`src/rtl/shift_cmd_sequencer.sv`:
```
// Command FIFO feeding an external combinational shifter, plus a registered output slot.
// Optional result counter (op_count port) enabled by defining SHIFT_STATS_EN.
module shift_cmd_sequencer #(
    parameter int unsigned DATA_W = 8,
    parameter int unsigned AMT_W  = 3,
    parameter int unsigned DEPTH  = 4
) (
    input  logic              clk,
    input  logic              rst,
    input  logic              cmd_valid,
    output logic              cmd_ready,
    input  logic [DATA_W-1:0] cmd_data,
    input  logic [AMT_W-1:0]  cmd_amount,
    input  logic              cmd_dir,
    output logic [DATA_W-1:0] sh_data_in,
    output logic [AMT_W-1:0]  sh_shift_amount,
    output logic              sh_shift_direction,
    input  logic [DATA_W-1:0] sh_result,
    output logic              out_valid,
    input  logic              out_ready,
    output logic [DATA_W-1:0] out_data
`ifdef SHIFT_STATS_EN
    ,
    output logic [15:0]       op_count
`endif
);

    localparam int unsigned PTR_W = (DEPTH > 1) ? $clog2(DEPTH) : 1;
    localparam int unsigned CNT_W = PTR_W + 1;
    localparam int unsigned ENT_W = DATA_W + AMT_W + 1;

    logic [ENT_W-1:0]  mem_q [DEPTH];
    logic [PTR_W-1:0]  wr_ptr_q, wr_ptr_d;
    logic [PTR_W-1:0]  rd_ptr_q, rd_ptr_d;
    logic [CNT_W-1:0]  count_q, count_d;
    logic              out_valid_q, out_valid_d;
    logic [DATA_W-1:0] out_data_q, out_data_d;

    logic              push;
    logic              not_empty;
    logic              load_en;
    logic [ENT_W-1:0]  head;

    assign not_empty = (count_q != '0);
    // Space is judged on the registered count only; a same-cycle pop does not admit a push.
    assign cmd_ready = (count_q != CNT_W'(DEPTH));
    assign push      = cmd_valid && cmd_ready;
    assign load_en   = not_empty && (!out_valid_q || out_ready);
    assign head      = mem_q[rd_ptr_q];

    always_comb begin
        sh_data_in         = '0;
        sh_shift_amount    = '0;
        sh_shift_direction = 1'b0;
        if (not_empty) begin
            sh_data_in         = head[ENT_W-1 -: DATA_W];
            sh_shift_amount    = head[AMT_W:1];
            sh_shift_direction = head[0];
        end
    end

    always_comb begin
        wr_ptr_d    = wr_ptr_q;
        rd_ptr_d    = rd_ptr_q;
        count_d     = count_q;
        out_valid_d = out_valid_q;
        out_data_d  = out_data_q;

        if (push) begin
            wr_ptr_d = (wr_ptr_q == PTR_W'(DEPTH - 1)) ? '0 : wr_ptr_q + 1'b1;
        end

        if (load_en) begin
            out_data_d  = sh_result;
            out_valid_d = 1'b1;
            rd_ptr_d    = (rd_ptr_q == PTR_W'(DEPTH - 1)) ? '0 : rd_ptr_q + 1'b1;
        end else if (out_valid_q && out_ready) begin
            out_valid_d = 1'b0;
        end

        if (push && !load_en) begin
            count_d = count_q + 1'b1;
        end else if (!push && load_en) begin
            count_d = count_q - 1'b1;
        end
    end

    always_ff @(posedge clk) begin
        if (rst) begin
            wr_ptr_q    <= '0;
            rd_ptr_q    <= '0;
            count_q     <= '0;
            out_valid_q <= 1'b0;
            out_data_q  <= '0;
        end else begin
            wr_ptr_q    <= wr_ptr_d;
            rd_ptr_q    <= rd_ptr_d;
            count_q     <= count_d;
            out_valid_q <= out_valid_d;
            out_data_q  <= out_data_d;
        end
    end

    // Storage needs no reset: entries are only ever read below count_q.
    always_ff @(posedge clk) begin
        if (!rst && push) begin
            mem_q[wr_ptr_q] <= {cmd_data, cmd_amount, cmd_dir};
        end
    end

    assign out_valid = out_valid_q;
    assign out_data  = out_data_q;

`ifdef SHIFT_STATS_EN
    logic [15:0] op_count_q;

    always_ff @(posedge clk) begin
        if (rst) begin
            op_count_q <= '0;
        end else if (out_valid_q && out_ready && (op_count_q != '1)) begin
            op_count_q <= op_count_q + 16'd1;
        end
    end

    assign op_count = op_count_q;
`endif

endmodule

```
`config.mk`:
```
export PLATFORM = sky130hd
export DESIGN_NAME = shift_cmd_sequencer
export DESIGN_NICKNAME = d
export VERILOG_FILES = /design/src/rtl/shift_cmd_sequencer.sv
export SDC_FILE = /design/constraint.sdc
export NUM_CORES = 1
export LEC_CHECK = 0
export CORE_MARGIN = 1.5
export CORE_UTILIZATION = 33
export CTS_CLUSTER_DIAMETER = 50
export DETAILED_ROUTE_END_ITERATION = 8
export SLEW_MARGIN = 40
export SYNTH_ARGS = -nofsm -noshare
export SYNTH_HDL_FRONTEND = slang
export SYNTH_SLANG_ARGS = --single-unit
```
`constraint.sdc`:
```
create_clock -name clk -period 2.1 [get_ports clk]
set_clock_uncertainty 0.15 [all_clocks]
set_input_delay 0.42 -clock clk [delete_from_list [all_inputs] [get_ports clk]]
set_output_delay 0.42 -clock clk [all_outputs]
set_load 0.02 [all_outputs]
```
==> Yosys cells after proc, flatten, opt, wreduce, memory -nomap -nowiden <==
Memory sizes are Yosys's and may differ from the RTL's. A register that Yosys moved wholly into a read port is not among the register bits.
Cells that the tools add are included.
{ "classes": {"add_sub_neg": 4, "n_eq_ne": 3, "n_mux": 13, "reduce_logical": 14} }
{ "ops": {"columns": ["cell", "n"], "rows": [
  ["two-way mux 3 bit", 3],
  ["two-way mux 2 bit", 4],
  ["two-way mux 8 bit", 1],
  ["logical AND 1 bit", 6],
  ["two-way mux 1 bit", 5],
  ["adder 2 x 1 -> 2 bit, second input constant", 2],
  ["equality test 2 bit, second input constant", 2],
  ["zero test 1 bit", 4],
  ["nonzero test 2 bit", 2],
  ["adder 3 x 1 -> 3 bit, second input constant", 1],
  ["inequality test 3 bit, second input constant", 1],
  ["nonzero test 3 bit", 1],
  ["subtractor 3 x 1 -> 3 bit, second input constant", 1],
  ["logical OR 1 bit", 1]
]} }
{ "word_totals": {"ff_bits": 16, "ramBits": 48, "in_bits": 24, "out_inout_bits": 22, "elab_cells": 40, "n_memories": 1} }
{ "mem_list": {"columns": ["memory", "words", "width", "read_ports", "rd_ports_with_merged_regs", "wr", "line_no", "rtl"], "rows": [
  ["mem_q", 4, 12, 1, 1, 1, "32", "logic [ENT_W-1:0] mem_q [DEPTH];"]
]} }

==> Depth between registers and ports, before layout <==
Gate-level depths: netlist (run 1).
{ "logic_depth": {"ltp_word": 6, "ltp_mapped": 10, "depth_no_buf": 10} }

==> Least setup slack after synthesis (run 1) <==
OpenSTA, ideal clock, no wires.
{ "synth_timing": {"path_kind": "register to register", "from": "register count_q[0]", "to": "memory mem_q[1][0] (netlist name), enable pin", "t_arrival_ps": 1788, "path_slack_ps": -237, "path_stages_with_launch": 5, "n_path_buf": 0, "path_cell_list": "dfxtp_1 -> nor3b_1 -> inv_1 -> nand2_2 -> nor3b_1"} }
{ "synth_via": {"elab_chain_len": 5} }
{ "synth_lines": {"columns": ["element", "line_no", "rtl"], "rows": [
  ["from (decl)", "35", "logic [CNT_W-1:0] count_q, count_d;"],
  ["from (signal assigned)", "98", "count_q <= count_d;"],
  ["inequality test 3 bit", "46", "assign cmd_ready = (count_q != CNT_W'(DEPTH));"],
  ["net cmd_ready", "11", "output logic cmd_ready,"],
  ["logical AND 1 bit", "47", "assign push = cmd_valid && cmd_ready;"],
  ["logical AND 1 bit", "106", "if (!rst && push) begin"],
  ["two-way mux 1 bit", "106", null],
  ["two-way mux 1 bit (not written as such)", "107", "mem_q[wr_ptr_q] <= {cmd_data, cmd_amount, cmd_dir};"],
  ["to (decl)", "32", null]
]} }
The timed path passes the listed nets, and every way through them passes these cells.

==> results of run 1 <==
==> cell type report <==
| type | instances | area [µm²] | area share |
|---|---|---|---|
| Clock buffer | 10 | 128 | 0.0345 |
| Clock inverter | 6 | 57.6 | 0.0156 |
| Inverter | 7 | 26.3 | 0.00710 |
| Multi-Input combinational cell | 87 | 843 | 0.228 |
| Sequential cell | 66 | 1810 | 0.488 |
| Tap cell | 102 | 128 | 0.0345 |
| Timing Repair Buffer | 70 | 711 | 0.192 |
==> routing by layer <==
metal	GRT usage	share of wire	up-vias
met5	0	0	-
met2	0.221	0.51	22
li1	-	-	781
met4	0.0577	0.016	0
met1	0.154	0.45	813
met3	0.0320	0.025	6
==> cells in the mapped netlist <==
library cell               number  share of area
sky130_fd_sc_hd__dfxtp_1       18           0.14
sky130_fd_sc_hd__o21ai_0       12          0.023
sky130_fd_sc_hd__nor3_1         2         0.0038
sky130_fd_sc_hd__mux4_2        10          0.085
sky130_fd_sc_hd__or3_1          2         0.0047
sky130_fd_sc_hd__fa_1           1         0.0076
sky130_fd_sc_hd__buf_6          1         0.0043
sky130_fd_sc_hd__mux2i_1        1         0.0038
sky130_fd_sc_hd__nand3_1       11          0.021
sky130_fd_sc_hd__nand2b_1       1         0.0024
sky130_fd_sc_hd__mux4_1         2          0.020
sky130_fd_sc_hd__nor2b_1        1         0.0024
sky130_fd_sc_hd__or4_1          1         0.0028
sky130_fd_sc_hd__o31ai_2        1         0.0047
sky130_fd_sc_hd__buf_2          3         0.0057
sky130_fd_sc_hd__nand2_2        1         0.0024
sky130_fd_sc_hd__a21oi_1       13          0.025
sky130_fd_sc_hd__nor3b_1        5          0.014
sky130_fd_sc_hd__and2_1        12          0.028
sky130_fd_sc_hd__edfxtp_1      48           0.55
sky130_fd_sc_hd__xor2_1         2         0.0066
sky130_fd_sc_hd__nor2_1         3         0.0043
sky130_fd_sc_hd__ha_1           6          0.028
sky130_fd_sc_hd__clkbuf_1       5         0.0071
sky130_fd_sc_hd__inv_1          7          0.010
==> path summary, 6_finish.rpt <==
| path | startpoint | to | cells after the start |
|---|---|---|---|
| max | register | sh_data_in[5] | 4 |
| min | out_data[1] | out_data[1] | 2 |
| max reg2reg | count_q[0] | count_q[2] | 10 |
| min reg2reg | out_data[1] | out_data[1] | 2 |
==> cells by family after synthesis <==
| group | after synthesis | share of synthesized area |
|---|---|---|
| compound gates | 26 | 0.0522 |
| xor+xnor | 2 | 0.00664 |
| fa+ha+maj | 7 | 0.0360 |
| buf+inv | 16 | 0.0270 |
| flops | 66 | 0.683 |
| mux | 13 | 0.109 |
| simple gates | 39 | 0.0863 |
==> metrics by stage <==
step	instances	util	setup TNS (ns)
floorplan	169	-	-3.66
global placement	332	0.446	-2.68
detailed placement	332	0.446	-2.75
CTS	348	0.479	-1.09
global route	348	0.479	-1.72
finish	348	0.479	-0.783
==> critical path, cell delays in order (launching register included) <==
cell	delay, ns
sky130_fd_sc_hd__dfxtp_2	0.36
sky130_fd_sc_hd__buf_6	0.14
sky130_fd_sc_hd__mux4_2	0.50
sky130_fd_sc_hd__and2_4	0.15
sky130_fd_sc_hd__buf_6	0.12
==> flip-flops by register name (all words and copies together) (netlist names), named ones only <==
register and count:
mem_q 48, count_q 3, rd_ptr_q 2, out_valid 1, wr_ptr_q 2, out_data 8
==> timing repair <==
action	CTS	global route
resized for setup	99	2
endpoints found under the setup margin	14	15
pin swaps	13	1
==> power by group through the flow <==
stage	Sequential [W]	Clock (W)	Combinational, W
global placement	0.00167	0	0.00183
global route	0.00168	0.00107	0.00220
detailed placement	0.00167	0	0.00184
CTS	0.00166	0.00103	0.00208
finish	0.00165	0.000996	0.00205
floorplan	0.00173	0	0.000978
==> results by group, run 1 <==
Outcome
  – Result of the run: finished, violations left
  – Violated checks: setup timing

Synth
  – Portion of the post-synthesis area used by sequential elements: 0.683
  – Yosys Warn Count: 0
  – Netlist Area Pre-Place: 2640 µm²
  – Mean instance size in the synthesized netlist: 15.6 µm²
  – Number of nets in the synthesized netlist: 200
  – Post-Syn Instances: 169
  – Flop and latch count out of synthesis: 66
  – Post-synth cell types: 25

Drt
  – DRC violations left: 0
  – Drt total wl: 5.16 mm
  – Average via count per standard cell: 4.66
  – Via count: 1622
  – Number of detailed-route iterations in the first pass: 6
  – Avg WL per Cell: 14.8 µm
  – Antenna Nets Post-Route: 0
  – Number of DRC markers after the initial detailed-route iteration: 71

Critical path
  – Reg-to-reg setup timing slack: 0 ns
  – Path type of the worst setup path: reg2out
  – Critical path fanouts, max: 5
  – Required time of the critical path: 1.53 ns
  – Startpoint type of the worst setup path: register
  – Worst Path Arrival: 1.61 ns
  – Endpoint class of the critical path: primary output

Finish
  – Leading cell types in the layout, fill and taps excluded: 48 x sky130_fd_sc_hd__edfxtp_1, 30 x sky130_fd_sc_hd__clkdlybuf4s50_1, 18 x sky130_fd_sc_hd__buf_4
  – Final-layout fill cell count: 682
  – Commonest non-fill, non-tap cell in the layout: sky130_fd_sc_hd__edfxtp_1
  – Relative area change from synthesis to final layout: 40.2%
  – Diodes inserted: 0
  – Proportion of layout cells with a drive suffix above 1: 0.370
  – Number of nets at the end of the flow: 272
  – Post-route standard cell area excluding fillers: 3700 µm²

Timing
  – Final Setup Violations: 12
  – Count of final hold-check violations: 0
  – Final critical delay including setup and external delays: 2.18 ns
  – Setup repair after global routing missed its margin: yes
  – Worst setup margin: -0.0756 ns
  – Max-slew violations: 0
  – Slew HR: 0.741
  – Maximum operating frequency: 460 MHz
  – Post-route clock period utilization: 1.04
  – Slew at the pin with the worst max-slew slack: 0.389 ns
  – Minimum hold slack: 0.331 ns

Clocking
  – Total number of H-tree levels: 3
  – Clk Latency, worst-skew pair: 0.33 ns
  – Number of buffers on the longest clock path: 2
  – Clock input transition at the sequential cells of the worst setup and hold paths: 0.07 ns
  – Clock tree from TritonCTS: done
  – Number of buffers inserted by hold repair at cts: 0
  – Root buffer selected by CTS: sky130_fd_sc_hd__clkbuf_8
  – Number of sinks handled by clock tree synthesis: 66
  – Post-CTS setup buffer count: 0
  – TritonCTS buffer count: 9

Pwr
  – Internal Power: 0.00324 W
  – Switching part of the total power: 0.311
  – Part of the power in the clock network: 0.212
  – PwrDens: 1270 nW/µm²
  – Maximum vdd drop: 389 µV
  – Total Power: 0.00470 W
  – Net Switching: 0.00146 W
  – Part of the power in registers: 0.352
  – Leakage: 1.32 nW
  – Portion of total power attributed to combinational logic: 0.436

Die
  – Number of primary I/O pins: 46
  – Area of the core: 7730 µm²
  – Overall die width: 92.4 µm
  – Vertical die dimension: 92.4 µm
  – Initial Util: 0.341
  – Standard-cell rows: 32
  – Die Outline Area: 8540 µm²

Placement
  – Placer's final routability congestion estimate: 0.689
  – Hpwl dp: 3.43 mm
  – Total cell area at the placement stage: 3450 µm²
  – Pre-CTS WS: -0.423 ns
  – Count of input and output buffers: 45

Global routing
  – Global-route congestion overflow total: 0
  – Global-route wire length before repair: 8.15 mm
  – Maximum number of pins on one net before global-route repair: 18
  – Vias in the first global route: 1603
  – GRT Resource Usage Total: 0.130
  – Antenna violations before repair: 0

Worst hold path
  – Class of the tightest hold or removal check: reg2reg

Flow run
  – Max-cap check violation count: 0
No activity file was read; power rests on OpenSTA's default activity.
==> inputs of run 2 (changes only) <==
--- a/config.mk
+++ b/config.mk
@@ -9,6 +9,7 @@
 export CORE_UTILIZATION = 33
 export CTS_CLUSTER_DIAMETER = 50
 export DETAILED_ROUTE_END_ITERATION = 8
+export DONT_BUFFER_PORTS = 1
 export SLEW_MARGIN = 40
 export SYNTH_ARGS = -nofsm -noshare
 export SYNTH_HDL_FRONTEND = slang
==> results by group, run 2 (synthesized netlist as in run 1, its figures left out) <==
Finish
  – Final-layout fill cell count: 697 (was 682)
  – Post-route standard cell area excluding fillers: 3340 µm² (was 3700 µm²)
  – Number of nets at the end of the flow: 235 (was 272)
  – Final cell count without fillers: 311 (was 348)
  – Commonest non-fill, non-tap cell in the layout: sky130_fd_sc_hd__edfxtp_1 (unchanged)
  – Number of flip-flops in the largest register: 48 (unchanged)
  – Diodes inserted: 0 (unchanged)
  – Relative area change from synthesis to final layout: 26.4% (was 40.2%)
  – Proportion of layout cells with a drive suffix above 1: 0.344 (was 0.370)
  – Leading cell types in the layout, fill and taps excluded: 48 x sky130_fd_sc_hd__edfxtp_1, 17 x sky130_fd_sc_hd__dlygate4sd3_1, 14 x sky130_fd_sc_hd__buf_4 (was 48 x sky130_fd_sc_hd__edfxtp_1, 30 x sky130_fd_sc_hd__clkdlybuf4s50_1, 18 x sky130_fd_sc_hd__buf_4)
  – Register name with the most flops: mem_q (unchanged)

Global routing
  – GRT Resource Usage Total: 0.130 (about the same)
  – Antenna violations before repair: 0 (unchanged)
  – Global-route wire length before repair: 8.13 mm (was 8.15 mm)
  – Vias in the first global route: 1536 (was 1603)
  – Maximum number of pins on one net before global-route repair: 17 (was 18)
  – Global-route congestion overflow total: 0 (unchanged)

Critical path
  – Path type of the worst setup path: reg2out (unchanged)
  – Worst Path Arrival: 1.56 ns (was 1.61 ns)
  – Required time of the critical path: 1.53 ns (about the same)
  – Critical path fanouts, max: 6 (was 5)
  – Startpoint type of the worst setup path: register (unchanged)
  – Endpoint class of the critical path: primary output (unchanged)

Flow run
  – Max-cap check violation count: 0 (unchanged)

Drt
  – Average via count per standard cell: 4.84 (was 4.66)
  – Drt total wl: 5.03 mm (was 5.16 mm)
  – Via count: 1504 (was 1622)
  – Number of DRC markers after the initial detailed-route iteration: 71 (unchanged)
  – Avg WL per Cell: 16.2 µm (was 14.8 µm)
  – Number of detailed-route iterations in the first pass: 4 (was 6)
  – Antenna Nets Post-Route: 0 (unchanged)
  – DRC violations left: 0 (unchanged)

Timing
  – Final Setup Violations: 12 (unchanged)
  – Max-slew violations: 0 (unchanged)
  – Setup repair after global routing missed its margin: yes (unchanged)
  – Maximum operating frequency: 470 MHz (was 460 MHz)
  – Slew HR: 0.549 (was 0.741)
  – Post-route clock period utilization: 1.01 (was 1.04)
  – Slew at the pin with the worst max-slew slack: 0.674 ns (was 0.389 ns)
  – Count of final hold-check violations: 0 (unchanged)
  – Worst setup margin: -0.0291 ns (was -0.0756 ns)
  – Final critical delay including setup and external delays: 2.13 ns (was 2.18 ns)

Die
  – Standard-cell rows: 32 (unchanged)
  – Number of primary I/O pins: 46 (unchanged)
  – Overall die width: 92.4 µm (unchanged)
  – Die Outline Area: 8540 µm² (unchanged)
  – Vertical die dimension: 92.4 µm (unchanged)
  – Initial Util: 0.341 (unchanged)
  – Area of the core: 7730 µm² (unchanged)

Clocking
  – Clock tree from TritonCTS: done (unchanged)
  – Root buffer selected by CTS: sky130_fd_sc_hd__clkbuf_8 (unchanged)
  – TritonCTS buffer count: 9 (unchanged)
  – Number of buffers on the longest clock path: 2 (unchanged)
  – Clock input transition at the sequential cells of the worst setup and hold paths: 0.07 ns (about the same)
  – Number of sinks handled by clock tree synthesis: 66 (unchanged)
  – Clk Latency, worst-skew pair: 0.33 ns (about the same)
  – Total number of H-tree levels: 3 (unchanged)

Worst hold path
  – Class of the tightest hold or removal check: in2reg (was reg2reg)

Placement
  – Total cell area at the placement stage: 2880 µm² (was 3450 µm²)
  – Number of cells in the design after placement: 276 (was 332)
  – Hpwl dp: 3.01 mm (was 3.43 mm)
  – Placer's final routability congestion estimate: 0.699 (was 0.689)
  – Count of input and output buffers: 0 (was 45)

Outcome
  – Violated checks: setup timing (unchanged)
  – Result of the run: finished, violations left (unchanged)

Pwr
  – Maximum vdd drop: 473 µV (was 389 µV)
  – Leakage: 1.16 nW (was 1.32 nW)
  – Total Power: 0.00434 W (was 0.00470 W)
  – PwrDens: 1300 nW/µm² (was 1270 nW/µm²)
==> run 2: cell types whose count changed in the layout (fill, tap and decap cells not counted), sizes merged, moves of 2 or more <==
| cell | previous run | this run |
|---|---|---|
| clkdlybuf4s50 | 30 | 0 |
| buf | 37 | 16 |
| dlygate4sd3 | 0 | 17 |
| dlygate4sd2 | 2 | 0 |
==> run 2: worst paths after layout <==
check / start / end / slack [ns] / cells after the start
setup / recovery: register / sh_data_in[7] / -0.03 / 3
hold / removal: cmd_data[5] / mem_q[2][9] / 0.02 / 0
hold reg to reg: rd_ptr_q[1] / register / 0.35 / 2
setup reg to reg: count_q[2] / count_q[2] / 0.02 / 10
==> run 2: metal layers <==
layer  share of wire  global-route usage
met5               0                   0
met4           0.022              0.0628
met3           0.064              0.0616
met2            0.48               0.196
met1            0.44               0.155
==> run 2: worst max-delay path, stage by stage (launching register included) <==
cell                      delay, ns
sky130_fd_sc_hd__dfxtp_4       0.39
sky130_fd_sc_hd__buf_12        0.14
sky130_fd_sc_hd__mux4_2        0.50
sky130_fd_sc_hd__and2_4        0.20
==> run 2: repair_timing <==
action / in CTS / in global routing
setup buffers: 1 / 0
hold endpoints to repair: 39 / 12
setup endpoints to repair: 13 / 14
resized for setup: 31 / 3
pin swaps: 1 / 1
hold buffers: 8 / 9
cloned: 1 / 0
==> run 2: report_power, final <==
part | switching (W) | internal, W | total [W]
clock | 0.000454 | 0.000660 | 0.00111
combinational | 0.000753 | 0.000748 | 0.00150
sequential | 0.000158 | 0.00157 | 0.00173
==> run 2: stage by stage <==
step                      setup WS [ns]  hold WS, ns  utilization   TNS, ns
after detailed placement       -0.00522        0.332        0.372  -0.00522
after global routing            -0.0862     -0.00202        0.432    -0.962
after CTS                       -0.0686      0.00175        0.419    -0.636
after floorplan                 -0.0999        0.322            -     -3.66
final                           -0.0291       0.0250        0.432    -0.183
after global placement           0.0410        0.332        0.372         0
==> run 2: cell type report <==
type / count / area (µm²) / share of cell area
clock buffer: 10 / 128 / 0.0383
sequential: 66 / 1810 / 0.543
timing repair buffer: 33 / 323 / 0.0968
tap: 102 / 128 / 0.0383
clock inverter: 6 / 81.3 / 0.0244
inverter: 7 / 26.3 / 0.00788
multi-input combinational: 87 / 840 / 0.252
